$ cat config.mk
export PLATFORM = sky130hd
export DESIGN_NAME = cr_hs_src_ctl
export DESIGN_NICKNAME = d
export VERILOG_FILES = /design/src/rtl/cr_hs_pkg.sv /design/src/rtl/cr_sync2_rh.sv /design/src/rtl/cr_hs_src_ctl.sv
export SDC_FILE = /design/constraint.sdc
export NUM_CORES = 1
export LEC_CHECK = 0
export BUFFER_PORTS_ARGS = -buffer_cell sky130_fd_sc_hd__buf_2
export CORE_AREA = 2 2 79 81
export CTS_BUF_LIST = sky130_fd_sc_hd__clkbuf_4 sky130_fd_sc_hd__clkbuf_8 sky130_fd_sc_hd__clkbuf_16
export CTS_CLUSTER_DIAMETER = 40
export DETAILED_ROUTE_END_ITERATION = 12
export DIE_AREA = 0 0 81 83
export PLACE_DENSITY_LB_ADDON = 0.12
export SLEW_MARGIN = 25
export SYNTH_ARGS = -nofsm -noshare
export SYNTH_HDL_FRONTEND = slang
export SYNTH_SLANG_ARGS = --single-unit
$ cat constraint.sdc
create_clock -name clk -period 2.4 [get_ports clk]
set_input_delay 0.12 -clock clk [delete_from_list [all_inputs] [get_ports clk]]
set_output_delay 0.12 -clock clk [all_outputs]
set_load 0.03 [all_outputs]
$ cat src/rtl/cr_hs_pkg.sv
// Shared types for the 4-phase handshake source controller.
// Holds the controller state enum and the transfer-counter width.
package cr_hs_pkg;

    typedef enum logic [1:0] {
        IDLE = 2'd0,
        REQ  = 2'd1,
        DROP = 2'd2
    } hs_state_e;

    localparam int XFER_CNT_W = 16;

    // Transfer count advances modulo 2^XFER_CNT_W.
    function automatic logic [XFER_CNT_W-1:0] xfer_inc(
        input logic [XFER_CNT_W-1:0] cnt
    );
        return cnt + 1'b1;
    endfunction

endpackage

$ cat src/rtl/cr_sync2_rh.sv
// Two-flop synchronizer, asynchronous active-high reset.
// Ports: clk, rst, i_d (async input), o_q (synchronized output).
module cr_sync2_rh #(
    parameter int W = 1
) (
    input  logic         clk,
    input  logic         rst,
    input  logic [W-1:0] i_d,
    output logic [W-1:0] o_q
);

    logic [W-1:0] r_meta;
    logic [W-1:0] r_sync;

    always_ff @(posedge clk or posedge rst) begin
        if (rst) begin
            r_meta <= '0;
            r_sync <= '0;
        end else begin
            r_meta <= i_d;
            r_sync <= r_meta;
        end
    end

    assign o_q = r_sync;

endmodule

$ cat src/rtl/cr_hs_src_ctl.sv
// 4-phase request/acknowledge source controller toward a remote clock domain.
// Ports: clk, rst (async, active-high); in_valid/in_ready/in_data local
// word offer; xreq/xdata registered request + word, xack async acknowledge;
// done completion pulse, xfer_cnt completed count; tmo_err sticky timeout
// flag, err_clr clears it.
module cr_hs_src_ctl
    import cr_hs_pkg::*;
#(
    parameter int DATA_W  = 32,
    parameter int TMO_CYC = 1023
) (
    input  logic                  clk,
    input  logic                  rst,
    input  logic                  in_valid,
    output logic                  in_ready,
    input  logic [DATA_W-1:0]     in_data,
    output logic                  xreq,
    output logic [DATA_W-1:0]     xdata,
    input  logic                  xack,
    output logic                  done,
    output logic [XFER_CNT_W-1:0] xfer_cnt,
    output logic                  tmo_err,
    input  logic                  err_clr
);

    localparam int PH_W =
        (TMO_CYC < 2) ? 1 : $clog2(TMO_CYC + 1);
    localparam logic [PH_W-1:0] PH_MAX =
        PH_W'(TMO_CYC);
    localparam logic [PH_W-1:0] PH_LAST =
        PH_W'((TMO_CYC > 0) ? TMO_CYC - 1 : 0);
    localparam bit TMO_EN = (TMO_CYC > 0);

    hs_state_e             r_state;
    hs_state_e             w_state_nxt;
    logic                  r_xreq;
    logic                  w_xreq_nxt;
    logic [DATA_W-1:0]     r_xdata;
    logic                  r_done;
    logic                  w_done_nxt;
    logic [XFER_CNT_W-1:0] r_xfer_cnt;
    logic                  r_tmo;
    logic                  r_abort;
    logic                  w_abort_nxt;
    logic [PH_W-1:0]       r_ph;
    logic [PH_W-1:0]       w_ph_nxt;
    logic                  w_ack_s;
    logic                  w_tmo_hit;
    logic                  w_set_err;
    logic                  w_load;
    logic                  w_count;
    logic                  w_ph_restart;

    // Raw xack is only ever seen through this synchronizer.
    cr_sync2_rh #(
        .W (1)
    ) u_ack_sync (
        .clk (clk),
        .rst (rst),
        .i_d (xack),
        .o_q (w_ack_s)
    );

    // The counter steps to TMO_CYC on this edge.
    assign w_tmo_hit = TMO_EN && (r_ph == PH_LAST);

    always_comb begin
        w_state_nxt  = r_state;
        w_xreq_nxt   = r_xreq;
        w_done_nxt   = 1'b0;
        w_abort_nxt  = r_abort;
        w_set_err    = 1'b0;
        w_load       = 1'b0;
        w_count      = 1'b0;
        w_ph_restart = 1'b0;
        unique case (r_state)
            IDLE: begin
                // A stale ack_s=1 here is ignored.
                if (in_valid) begin
                    w_state_nxt = REQ;
                    w_xreq_nxt  = 1'b1;
                    w_load      = 1'b1;
                    w_abort_nxt = 1'b0;
                end
            end
            REQ: begin
                if (w_ack_s) begin
                    w_state_nxt = DROP;
                    w_xreq_nxt  = 1'b0;
                end else if (w_tmo_hit) begin
                    w_state_nxt = DROP;
                    w_xreq_nxt  = 1'b0;
                    w_set_err   = 1'b1;
                    w_abort_nxt = 1'b1;
                end
            end
            DROP: begin
                if (!w_ack_s) begin
                    w_state_nxt = IDLE;
                    w_abort_nxt = 1'b0;
                    // An aborted handshake never counts.
                    if (!r_abort) begin
                        w_done_nxt = 1'b1;
                        w_count    = 1'b1;
                    end
                end else if (w_tmo_hit) begin
                    w_set_err    = 1'b1;
                    w_abort_nxt  = 1'b1;
                    w_ph_restart = 1'b1;
                end
            end
            default: begin
                w_state_nxt = IDLE;
                w_xreq_nxt  = 1'b0;
                w_abort_nxt = 1'b0;
            end
        endcase
    end

    // Phase counter: cleared on state change or DROP restart,
    // otherwise counts up and saturates at TMO_CYC.
    always_comb begin
        w_ph_nxt = r_ph;
        if ((w_state_nxt != r_state) || w_ph_restart) begin
            w_ph_nxt = '0;
        end else if (r_ph != PH_MAX) begin
            w_ph_nxt = r_ph + 1'b1;
        end
    end

    always_ff @(posedge clk or posedge rst) begin
        if (rst) begin
            r_state <= IDLE;
            r_xreq  <= 1'b0;
            r_done  <= 1'b0;
            r_abort <= 1'b0;
            r_ph    <= '0;
        end else begin
            r_state <= w_state_nxt;
            r_xreq  <= w_xreq_nxt;
            r_done  <= w_done_nxt;
            r_abort <= w_abort_nxt;
            r_ph    <= w_ph_nxt;
        end
    end

    // xdata only loads on acceptance, so it is stable
    // for the whole open handshake.
    always_ff @(posedge clk or posedge rst) begin
        if (rst) begin
            r_xdata <= '0;
        end else if (w_load) begin
            r_xdata <= in_data;
        end
    end

    always_ff @(posedge clk or posedge rst) begin
        if (rst) begin
            r_xfer_cnt <= '0;
        end else if (w_count) begin
            r_xfer_cnt <= xfer_inc(r_xfer_cnt);
        end
    end

    // Set has priority over clear.
    always_ff @(posedge clk or posedge rst) begin
        if (rst) begin
            r_tmo <= 1'b0;
        end else if (w_set_err) begin
            r_tmo <= 1'b1;
        end else if (err_clr) begin
            r_tmo <= 1'b0;
        end
    end

    assign in_ready = (r_state == IDLE);
    assign xreq     = r_xreq;
    assign xdata    = r_xdata;
    assign done     = r_done;
    assign xfer_cnt = r_xfer_cnt;
    assign tmo_err  = r_tmo;

endmodule

==> results of run 1 <==
layer usage:
layer,track usage (%),vias up,share of wire [%]
li1,-,1022,-
met1,22.8,980,45
met2,26.6,82,45
met3,6.41,12,7.7
met4,8.78,0,2.1
met5,0,-,0
worst max path at each step:
stage / startpoint / endpoint / slack [ns] / cells after the start
floorplan: r_state[1]$_DFF_PP0_ / r_ph[9]$_DFFE_PP0P_ / 0.25 / 8
CTS: r_state[1]$_DFF_PP0_ / r_ph[9]$_DFFE_PP0P_ / 0.17 / 7
detailed placement: r_state[1]$_DFF_PP0_ / r_ph[9]$_DFFE_PP0P_ / 0.18 / 7
global placement: r_state[1]$_DFF_PP0_ / r_ph[9]$_DFFE_PP0P_ / 0.31 / 7
finish: r_state[1]$_DFF_PP0_ / r_ph[9]$_DFFE_PP0P_ / 0.13 / 7
global route: r_state[1]$_DFF_PP0_ / r_ph[9]$_DFFE_PP0P_ / 0.02 / 7
repair_timing:
item / CTS / global route
hold buffers: 8 / 4
hold endpoints to repair: 33 / 4
buffers inserted: 0 / 0
registers in the layout, summed over array words and instances, names as in the netlist:
signal / flops
xdata: 32
r_abort: 1
tmo_err: 1
xfer_cnt: 16
r_state: 2
done: 1
u_ack_sync.r_meta: 1
xreq: 1
u_ack_sync.o_q: 1
r_ph: 10
cells in the mapped netlist, types with 3 or more instances:
cell | instances | area, um2
mux2_2 | 33 | 372
dfrtp_1 | 66 | 1650
o21ai_0 | 3 | 15.0
xor2_1 | 5 | 43.8
a21oi_1 | 3 | 15.0
ha_1 | 7 | 87.6
inv_1 | 8 | 30.0
nand3_1 | 10 | 50.1
nor2_1 | 17 | 63.8
and4_1 | 4 | 35.0
nand4_1 | 5 | 31.3
a31oi_1 | 4 | 25.0
and2_1 | 3 | 18.8
xnor2_1 | 13 | 114
a21o_1 | 3 | 22.5
nand2_1 | 11 | 41.3
clkbuf_1 | 3 | 11.3
power by group through the flow:
stage,Clock (W),Sequential [W],Combinational [W]
2_1_floorplan,0,0.00235,0.000797
3_3_place_gp,0,0.00169,0.00194
3_5_place_dp,0,0.00170,0.00197
4_1_cts,0.000935,0.00169,0.00198
5_1_grt,0.000998,0.00173,0.00211
6_report,0.000903,0.00169,0.00197
metrics by stage:
step                hold slack (ns)  worst slack, ns  instances  power [W]  utilization [%]
floorplan                     0.151            0.245        229    0.00314                -
global placement              0.210            0.313        388    0.00363             59.5
detailed placement            0.206            0.185        388    0.00367             59.5
CTS                         0.00109            0.171        410    0.00460             64.2
global route               0.000140           0.0195        414    0.00484             64.9
finish                       0.0160            0.134        414    0.00456             64.9
worst max-delay path, stage by stage (launching register included):
cell and delay (ns):
dfrtp_1 0.43, inv_1 0.13, ha_1 0.31, nor2b_1 0.23, o221ai_1 0.18, o21ai_0 0.36
nand4_4 0.27, a311oi_2 0.24
cells by family (layout without fill, tap and decap cells):
group	after synthesis	count (layout)	synth area share (%)
fa+ha+maj	7	7	2.99
xor+xnor	18	18	5.38
compound gates	22	22	5.89
flops	66	66	56.4
simple gates	68	68	14.3
buf+inv	14	124	2.01
mux	34	34	13.0
area by class of cell:
| class | instances | area (um2) |
|---|---|---|
| clock buffers | 11 | 151 |
| multi-input cells | 149 | 1220 |
| flip-flops and latches | 66 | 1650 |
| fillers | 462 | 2040 |
| inverters | 8 | 30.0 |
| clock inverters | 3 | 40.0 |
| well taps | 75 | 93.8 |
| repair buffers | 102 | 588 |
==> impl_metrics.toml, run 1 <==
[critical_path]
critPathLaunchType = "register"
critPathRequiredTime_ns = 2.64
crit_arrival_ns = 2.51
ff2ff_setup_slack_ns = 0.13
reg2reg_from = "r_state[1]$_DFF_PP0_"
r2r_end = "r_ph[9]$_DFFE_PP0P_"
reg2regPathDepth = 7
critPathMaxFanout = 10
worstSetupPathType = "reg2reg"
worstSetupEndpointType = "register"

[timing]
fin_crit_ns = 2.27
drv_slew = 0
fmaxAchievable_ghz = 0.441
fin_skew_ns = 0.00578
tns_ns = 0
worst_pin_slew_ns = 0.560
finalSetupViolations = 0
slew_headroom_pct = 62.6
hold_viol = 0
rsz0062_at_grt = "false"
period_share_pct = 94.4

[placement]
portBuffers = 88
dp_hpwl_mm = 3.89
placed_cell_area_um2 = 3460
gp_congestion = 0.762

[synthesis]
async_flop_share_pct = 100
synth_edf_count = 0
synth.avg_cell_area_um2 = 12.8
synthFlopType = "dfrtp_1"
synth_cell_types = 40
syn_inst = 229
synth-seq-area-share_pct = 56.4
synth_nets = 273
synth_area_um2 = 2930
synth-warning-count = 0
ys_ff_latch = 66

[route]
via_per_inst = 5.06
vias = 2096
dr.pass1.iters = 4
wire_per_inst_um = 13.5
drtIter0Drc = 77
drc = 0
wirelength_mm = 5.61
ant_nets = 0

[min_path]
holdCritPathClass = "in2reg"
hold_end = "xdata[23]$_DFFE_PP0P_"
min_from = "in_data[23]"
hold_depth = 2

[global_route]
grt_max_degree = 41
grt_overflow = 0
grt_first_pass_wirelength_mm = 9.20
grt_pass1_vias = 1998
antenna_found_initial = 0
grt.total_usage_pct = 17.8

[floorplan]
top_level_ports = 89
initial_core_util_pct = 50.4
die_h_um = 83
rows = 28
dieWidth_um = 81
dieArea_um2 = 6720
coreArea_um2 = 5820

[power_and_ir_drop]
clockPowerShare_pct = 19.8
p_int_w = 0.00272
powerDensity_nw_per_um2 = 1210
p_switching_w = 0.00184
pwr-share-comb_pct = 43.2
power_frac_seq_pct = 37.0
peakVddDrop_uv = 694
p_leak_nw = 1.84
power.share.switching_pct = 40.4

[clocking]
cts_sinks = 66
cts-resized-gates = 0
cts-root-buf = "clkbuf_8"
clock_latency_ns = 0.34
clk_path_buf_depth = 2
cts_max_level = 3
cts_buffers = 9
tritoncts = "built"
clk_pin_slew_ns = 0.07

[layout]
area_delta_synth_final_pct = 28.8
final_cell_area_um2 = 3770
drive_gt1_share_pct = 43.7
diodes = 0
num-nets-final = 380
final_cell_mix = "buf_2 (88), dfrtp_1 (66), mux2_2 (33)"
layout_commonest_cell = "buf_2"

[outcome]
status = "finished clean"

[run]
maxCapViolCount = 0
Power figures use the tool's default switching activity.
==> run 2, diff against run 1 <==
- CORE_AREA: 2 2 79 81 -> 2 2 80 82
- DIE_AREA: 0 0 81 83 -> 0 0 82 84
- PLACE_DENSITY: unset -> 0.72
- PLACE_DENSITY_LB_ADDON: 0.12 -> unset
==> run 2 against run 1 <==
Against the previous run: first-iteration DRC count rose by 13%; via count increased by 0.86%; highest routed layer unchanged; power fell by 1.4%; maximum frequency is 4.5% higher; non-clock buffer count shrank 4; largest power group unchanged; clock power fell by 7.6%.
==> impl_metrics.toml, run 2 (synthesis gave the netlist of run 1 again) <==
[layout]
final_util_pct = 60.9
num-nets-final = 376
diodes = 0
area_delta_synth_final_pct = 26.7
largest_reg_flops = 32
drive_gt1_share_pct = 44.9
layout_commonest_cell = "buf_2"
final_cell_mix = "buf_2 (88), dfrtp_1 (66), mux2_2 (33)"

[route]
dr.pass1.iters = 4
vias = 2114
ant_nets = 0
wire_per_inst_um = 13.4
routed-wl-met2_mm = 2.70
drtIter0Drc = 87
wl_met1_mm = 2.46
drc = 0
wirelength_mm = 5.54
top_layer_used = "met4"
via_per_inst = 5.12
wl_met3_um = 319

[timing]
fmaxAchievable_ghz = 0.461
tns_ns = 0
setup_slack_ns = 0.233
fin_crit_ns = 2.17
finalSetupViolations = 0
drv_slew = 0
fin_skew_ns = 0.00875
period_share_pct = 90.3
worst_pin_slew_ns = 0.690
rsz0062_at_grt = "false"
hold_viol = 0
slew_headroom_pct = 53.9

[run]
maxCapViolCount = 0

[critical_path]
crit_family = "compound AO/OA/AOI/OAI gates"
cp_slowest_stage_delay_ns = 0.43
critPathLaunchType = "register"
critPathRequiredTime_ns = 2.64
path_buf_inv = 1
worstSetupPathType = "reg2reg"
crit_arrival_ns = 2.41
critPathMaxFanout = 10
worstPathCellList = "inv_1, ha_2, nor2b_1, o221ai_1, o21ai_0, nand4_4, a311oi_2"
critPathSlowestCell = "dfrtp_1"
worstSetupEndpointType = "register"

[clocking]
clk_pin_slew_ns = 0.07
cts-root-buf = "clkbuf_8"
cts_max_level = 3
clock_latency_ns = 0.33
clk_path_buf_depth = 2
tritoncts = "built"
postCtsSetupBuffers = 0
cts_buffers = 9
cts_sinks = 66

[global_route]
grt_overflow = 0
grt_max_degree = 34
grt_first_pass_wirelength_mm = 9.49
antenna_found_initial = 0
grt_pass1_vias = 2178
grt.total_usage_pct = 17.7

[power_and_ir_drop]
p_leak_nw = 1.81
p_total_w = 0.00449
powerDensity_nw_per_um2 = 1210
peakVddDrop_uv = 701

[floorplan]
rows = 29
dieWidth_um = 82
dieArea_um2 = 6890
coreArea_um2 = 6100
initial_core_util_pct = 48.1
die_h_um = 84
top_level_ports = 89

[placement]
dp_hpwl_mm = 4.00
place_worst_setup_slack_ns = 0.189
gp_congestion = 0.809
portBuffers = 88

[min_path]
holdCritPathClass = "in2reg"

[outcome]
status = "finished clean"
-- run 2: timing repair --
action / CTS / global route
endpoints found under the hold margin: 37 / 0
hold buffers: 7 / 0
endpoints found under the setup margin: 0 / 1
gates resized for setup: 0 / 1
-- run 2: worst paths after layout --
| check | from | endpoint | slack [ns] | cells past startpoint |
|---|---|---|---|---|
| max | r_state[1]$_DFF_PP0_ | r_ph[9]$_DFFE_PP0P_ | 0.23 | 7 |
| min | in_data[11] | xdata[11]$_DFFE_PP0P_ | 0.02 | 2 |
| max reg2reg | r_state[1]$_DFF_PP0_ | r_ph[9]$_DFFE_PP0P_ | 0.23 | 7 |
| min reg2reg | u_ack_sync.r_meta$_DFF_PP0_ | u_ack_sync.o_q$_DFF_PP0_ | 0.37 | 0 |
| max in group asynchronous | rst | xdata[24]$_DFFE_PP0P_ | 1.26 | 4 |
| min in group asynchronous | rst | xfer_cnt[12]$_DFFE_PP0P_ | 0.45 | 3 |
-- run 2: layout make-up --
class | count | area (um2)
Timing Repair Buffer | 98 | 533
Fill cell | 533 | 2380
Clock buffer | 13 | 166
Tap cell | 77 | 96.3
Multi-Input combinational cell | 149 | 1220
Inverter | 8 | 30.0
Clock inverter | 2 | 12.5
Sequential cell | 66 | 1650
-- run 2: stage by stage --
stage | hold WS [ns] | area, um2 | cells
global route | 0.000583 | 3710 | 413
CTS | 0.000211 | 3710 | 413
floorplan | 0.151 | 2930 | 229
finish | 0.0187 | 3710 | 413
global placement | 0.230 | 3460 | 391
detailed placement | 0.234 | 3460 | 391
-- run 2: report_power, final --
group | internal (W) | total (W) | leakage, nW | switching, W
clock | 0.000447 | 0.000834 | 0.0923 | 0.000387
sequential | 0.00147 | 0.00170 | 0.832 | 0.000222
combinational | 0.000719 | 0.00196 | 0.882 | 0.00124
-- run 2: per-layer routing --
| layer | track usage (%) | vias up |
|---|---|---|
| met4 | 5.76 | 0 |
| met3 | 5.63 | 6 |
| met1 | 22.0 | 1022 |
| met2 | 28.9 | 59 |
| met5 | 0 | - |
| li1 | - | 1027 |
-- run 2: worst register-to-register path, cell delays in order (launching register included) --
cell	delay, ns
dfrtp_1	0.43
inv_1	0.15
ha_2	0.28
nor2b_1	0.23
o221ai_1	0.18
o21ai_0	0.33
nand4_4	0.25
a311oi_2	0.24
